[src/rtl/cmp_peak_tracker.sv]
// Streaming peak tracker wrapped around an external 16-bit magnitude comparator.
// Each sample is compared first against the running maximum, then against the
// running minimum. Both comparisons are given a fixed number of settle cycles
// before their result is captured.
module cmp_peak_tracker #(
  parameter int unsigned SETTLE_CYCLES = 2
) (
  input  logic        clk,
  input  logic        rst_n,
  input  logic        clear,
  input  logic        in_valid,
  output logic        in_ready,
  input  logic [15:0] in_data,
  output logic [15:0] cmp_a,
  output logic [15:0] cmp_b,
  input  logic        cmp_gt,
  input  logic        cmp_eq,
  input  logic        cmp_lt,
  output logic [15:0] max_val,
  output logic [15:0] min_val,
  output logic [15:0] count,
  output logic        have_data,
  output logic        out_valid,
  output logic        err
);

  typedef enum logic [1:0] {StIdle, StCmpMax, StCmpMin} state_e;

  // Counter value at which the comparator result is captured.
  localparam logic [3:0] SettleLast = 4'(SETTLE_CYCLES - 1);

  state_e      state_q, state_d;
  logic [3:0]  cnt_q, cnt_d;
  logic [15:0] sample_q, sample_d;
  logic [15:0] new_max_q, new_max_d;
  logic [15:0] cmp_a_q, cmp_a_d;
  logic [15:0] cmp_b_q, cmp_b_d;
  logic [15:0] max_q, max_d;
  logic [15:0] min_q, min_d;
  logic [15:0] count_q, count_d;
  logic        have_q, have_d;
  logic        out_valid_q, out_valid_d;
  logic        err_q, err_d;

  logic accept;
  logic res_onehot;

  assign in_ready   = (state_q == StIdle) & ~clear;
  assign accept     = in_valid & in_ready;
  assign res_onehot = ({cmp_gt, cmp_eq, cmp_lt} == 3'b100) ||
                      ({cmp_gt, cmp_eq, cmp_lt} == 3'b010) ||
                      ({cmp_gt, cmp_eq, cmp_lt} == 3'b001);

  // Next-state logic: clear dominates, then the accept/compare sequence.
  always_comb begin
    state_d     = state_q;
    cnt_d       = cnt_q;
    sample_d    = sample_q;
    new_max_d   = new_max_q;
    cmp_a_d     = cmp_a_q;
    cmp_b_d     = cmp_b_q;
    max_d       = max_q;
    min_d       = min_q;
    count_d     = count_q;
    have_d      = have_q;
    out_valid_d = 1'b0;
    err_d       = err_q;

    if (clear) begin
      state_d   = StIdle;
      cnt_d     = '0;
      sample_d  = '0;
      new_max_d = '0;
      cmp_a_d   = '0;
      cmp_b_d   = '0;
      max_d     = '0;
      min_d     = '0;
      count_d   = '0;
      have_d    = 1'b0;
      err_d     = 1'b0;
    end else begin
      unique case (state_q)
        StIdle: begin
          if (accept) begin
            if (!have_q) begin
              // First sample seeds both extremes without using the comparator.
              max_d       = in_data;
              min_d       = in_data;
              count_d     = 16'd1;
              have_d      = 1'b1;
              out_valid_d = 1'b1;
            end else begin
              sample_d = in_data;
              cmp_a_d  = in_data;
              cmp_b_d  = max_q;
              cnt_d    = '0;
              state_d  = StCmpMax;
            end
          end
        end
        StCmpMax: begin
          if (cnt_q == SettleLast) begin
            if (!res_onehot) begin
              err_d   = 1'b1;
              state_d = StIdle;
            end else begin
              new_max_d = cmp_gt ? sample_q : max_q;
              cmp_b_d   = min_q;
              cnt_d     = '0;
              state_d   = StCmpMin;
            end
          end else begin
            cnt_d = cnt_q + 4'd1;
          end
        end
        StCmpMin: begin
          if (cnt_q == SettleLast) begin
            if (!res_onehot) begin
              err_d   = 1'b1;
              state_d = StIdle;
            end else begin
              max_d       = new_max_q;
              min_d       = cmp_lt ? sample_q : min_q;
              count_d     = (count_q == 16'hFFFF) ? count_q : count_q + 16'd1;
              out_valid_d = 1'b1;
              state_d     = StIdle;
            end
          end else begin
            cnt_d = cnt_q + 4'd1;
          end
        end
        default: state_d = StIdle;
      endcase
    end
  end

  // State and statistics registers, asynchronously reset to zero.
  always_ff @(posedge clk or negedge rst_n) begin
    if (!rst_n) begin
      state_q     <= StIdle;
      cnt_q       <= '0;
      sample_q    <= '0;
      new_max_q   <= '0;
      cmp_a_q     <= '0;
      cmp_b_q     <= '0;
      max_q       <= '0;
      min_q       <= '0;
      count_q     <= '0;
      have_q      <= 1'b0;
      out_valid_q <= 1'b0;
      err_q       <= 1'b0;
    end else begin
      state_q     <= state_d;
      cnt_q       <= cnt_d;
      sample_q    <= sample_d;
      new_max_q   <= new_max_d;
      cmp_a_q     <= cmp_a_d;
      cmp_b_q     <= cmp_b_d;
      max_q       <= max_d;
      min_q       <= min_d;
      count_q     <= count_d;
      have_q      <= have_d;
      out_valid_q <= out_valid_d;
      err_q       <= err_d;
    end
  end

  assign cmp_a     = cmp_a_q;
  assign cmp_b     = cmp_b_q;
  assign max_val   = max_q;
  assign min_val   = min_q;
  assign count     = count_q;
  assign have_data = have_q;
  assign out_valid = out_valid_q;
  assign err       = err_q;

endmodule

[config.mk]
export PLATFORM = sky130hd
export DESIGN_NAME = cmp_peak_tracker
export DESIGN_NICKNAME = d
export VERILOG_FILES = /design/src/rtl/cmp_peak_tracker.sv
export SDC_FILE = /design/constraint.sdc
export NUM_CORES = 1
export LEC_CHECK = 0
export CORE_MARGIN = 10
export CORE_UTILIZATION = 55
export DETAILED_ROUTE_END_ITERATION = 8
export PLACE_DENSITY = 0.85
export SYNTH_ARGS = -nofsm -noshare
export SYNTH_HDL_FRONTEND = slang
export SYNTH_SLANG_ARGS = --single-unit
export TNS_END_PERCENT = 20
[constraint.sdc]
create_clock -name clk -period 5.6 [get_ports clk]
set_input_delay 1.12 -clock clk [delete_from_list [all_inputs] [get_ports clk]]
set_output_delay 1.12 -clock clk [all_outputs]
set_load 0.02 [all_outputs]
==> metrics <==
Die Wd=117 µm; drt first pass iters=7; via count=4,577; post-synthesis register bit count=105; Worst Tran Pin Value=1.21 ns; met3 Use GR=0.0393; FF-to-FF End=min_val[0]; CTS resizes=0; WP depth=7; Worst EP required=5.82 ns; Tot GR Track Use=0.205; RSZ-0062 raised after global routing=no; f_max=292 MHz; layout cells sized above 1=0.0848; wire per inst=18.5 µm; CTS tree=done; DR iter-0 viols=303; Synth warnings=0; CTS root buf=clkbuf_8; Layout Cells excl Fill=766; count of final setup violators=0; async set-reset flop share out of synthesis=1.00; Slowest cell on crit path=o21ai_2; largest net degree at the start of global routing=92; DR DRC count=0; Post-Place Cells=752; GP Congestion=0.829; initial antenna violation count=0; worst-path cell chain=clkdlybuf4s50_1 -> buf_4 -> o21ai_1 -> o2111a_1 -> o21ai_2 -> buf_4 -> o31ai_1; count of cell types in the netlist=48; cell mode on critical path=buf_4; TNS Setup=0 ns; DRT antenna net count=0; MaxCap Viol Count=0; # rows=35; met1 Usage GRT=0.267; Buf/Inv on CP=3; Antenna Cells=0; port buffer count=106; final net count=663; area of the die=0.0138 mm²; drt total wl=14,200 µm; Crit path largest cell delay=0.91 ns; Synth Flop Type=dfrtp_1; DPL Wire Length=10,100 µm; Power Density=280 mW/mm²; Final Skew=0.00858 ns; Max rail drop VDD=174 µV; EDFF count, synth=0; Power, Total=1.85 mW; Clk pin slew, worst setup/hold paths=0.10 ns; element type at the critical path end=flop; number of global-route vias before repair=4,619; critical path class=in -> reg; # Post-CTS Setup Buffers=0; period utilization=0.612; Post-Syn Nets=576; P&R area growth vs syn=26.3%; minimum clock period=3.43 ns; final hold vios=0; final max-slew violation count=0; Vias/cell=5.98; Core Area=0.00924 mm²; r2r worst-path depth=6; synthesized area=0.00522 mm²; total global routing overflow=0; cells after synthesis=547; first-pass GRT wire length=24,100 µm; Max-slew headroom=0.194; CP Launch Type=input port; TritonCTS Buffers=9; crit path DAT=3.65 ns; worst-case clock buffer depth=2; Pleak=2.74 nW; worst r2r src=state_q[0]; clock sink count=105; run status=finished, final reports clean; Die Height=117 µm; boundary pin count=107; setup slack, reg-to-reg=2.45 ns; worst setup path end=min_val[0]; Critical Path Start=cmp_gt; Avg Cell Area, Syn=9.55 µm²; gr busiest metal=met2; Max FO, Critical Path=30; Initial Util=0.565; GR Util met2=0.334; sequential area share after synthesis=0.503; H-Tree Depth=3; Hold Path Class=reg -> reg; post-cts hold buffer count=0; Crit path max-delay family=compound AO/OA/AOI/OAI gates; Clk Latency, worst-skew pair=0.37 ns
## per-layer routing
layer	up-vias	part of all wire
li1	2156	-
met1	2237	0.43
met2	167	0.49
met3	17	0.065
met4	0	0.015
met5	-	0
## cell families (layout without fill, tap and decap cells)
family | after synthesis | in the layout | synth area share
simple gates | 200 | 200 | 0.173
compound gates | 169 | 169 | 0.232
flops | 105 | 105 | 0.503
buf+inv | 47 | 137 | 0.0374
xor+xnor | 1 | 1 | 0.00312
fa+ha+maj | 6 | 6 | 0.0144
mux | 19 | 19 | 0.0367
## worst min-delay path: cells and delay by family, from the launching register on
family             cells  cell delay [ns]
DFF                    1             0.37
AOI/OAI and AO/OA      1             0.06
and+or+nand+nor        1             0.06
## power breakdown
part,internal (mW),total (mW),switching (mW)
sequential,0.807,0.859,0.0516
clock,0.339,0.593,0.254
combinational,0.166,0.394,0.228
total,1.31,1.85,0.534
## Yosys cell counts (3+ instances only)
master / number / area share
dfrtp_1: 105 / 0.50
nor3_1: 3 / 0.0029
ha_1: 6 / 0.014
nand2_1: 86 / 0.062
nand2b_1: 5 / 0.0060
o21ai_0: 5 / 0.0048
nand3_1: 12 / 0.012
or4_1: 3 / 0.0043
nor2_1: 55 / 0.040
a211oi_1: 17 / 0.024
o211ai_1: 13 / 0.019
or2_2: 3 / 0.0036
mux2i_1: 18 / 0.034
a21oi_1: 55 / 0.053
inv_1: 10 / 0.0072
nor2b_1: 19 / 0.023
o21ai_1: 5 / 0.0048
buf_2: 6 / 0.0058
o31ai_1: 41 / 0.059
clkbuf_1: 27 / 0.019
o221a_2: 16 / 0.034
## cells in the final DEF, fill, tap and decap left out, drive strengths merged, types with 2 or more instances in the layout
| cell type | count |
|---|---|
| dfrtp | 105 |
| nand2b | 5 |
| o221a | 16 |
| bufinv | 4 |
| o2111ai | 2 |
| clkdlybuf4s50 | 104 |
| or4 | 3 |
| o31ai | 41 |
| or2 | 3 |
| a31oi | 3 |
| nand2 | 88 |
| o211ai | 13 |
| a211o | 2 |
| nand3 | 12 |
| and3 | 2 |
| and4 | 2 |
| a211oi | 17 |
| o2111a | 2 |
| nor2b | 19 |
| inv | 11 |
| nor2 | 55 |
| nor3 | 3 |
| a21oi | 55 |
| nor4 | 2 |
| nor3b | 3 |
| clkbuf | 9 |
| ha | 6 |
| buf | 9 |
| o21ai | 11 |
| mux2i | 18 |
| o211a | 2 |
## worst min-delay path by stage
stage / startpoint / slack (ns) / to / cells past startpoint
after CTS: min_val[7] / 0.53 / min_val[7] / 2
final: min_val[14] / 0.52 / min_val[14] / 2
after floorplan: cnt_q[1] / 0.50 / cnt_q[1] / 2
after global routing: min_val[14] / 0.56 / min_val[14] / 2
after global placement: min_val[7] / 0.50 / min_val[7] / 2
after detailed placement: min_val[7] / 0.50 / min_val[7] / 2
## state kept, by name, summed over array words and instances (netlist names)
| register | count |
|---|---|
| cmp_a | 16 |
| cmp_b | 16 |
| count | 16 |
| max_val | 16 |
| min_val | 16 |
| new_max_q | 16 |
| cnt_q | 4 |
| state_q | 2 |
| err | 1 |
| have_data | 1 |
| out_valid | 1 |
## final cells by class
class                   instances  area (µm²)
clock buffers                   9         124
clock inverters                 5         129
fillers                       676        2650
inverters                      10        37.5
multi-input cells             395        2410
flip-flops and latches        105        2630
well taps                     129         161
repair buffers                113        1110
## per-stage QoR
stage                     hold slack [ns]  utilization  instance area, µm²  setup slack, ns
after global placement              0.496        0.686                6340             1.95
after floorplan                     0.496            -                5220             2.80
after CTS                           0.525        0.714                6600             2.22
after detailed placement            0.503        0.686                6340             1.83
after global routing                0.560        0.714                6600             2.03
final                               0.523        0.714                6600             2.17
Power figures use the tool's default switching activity.
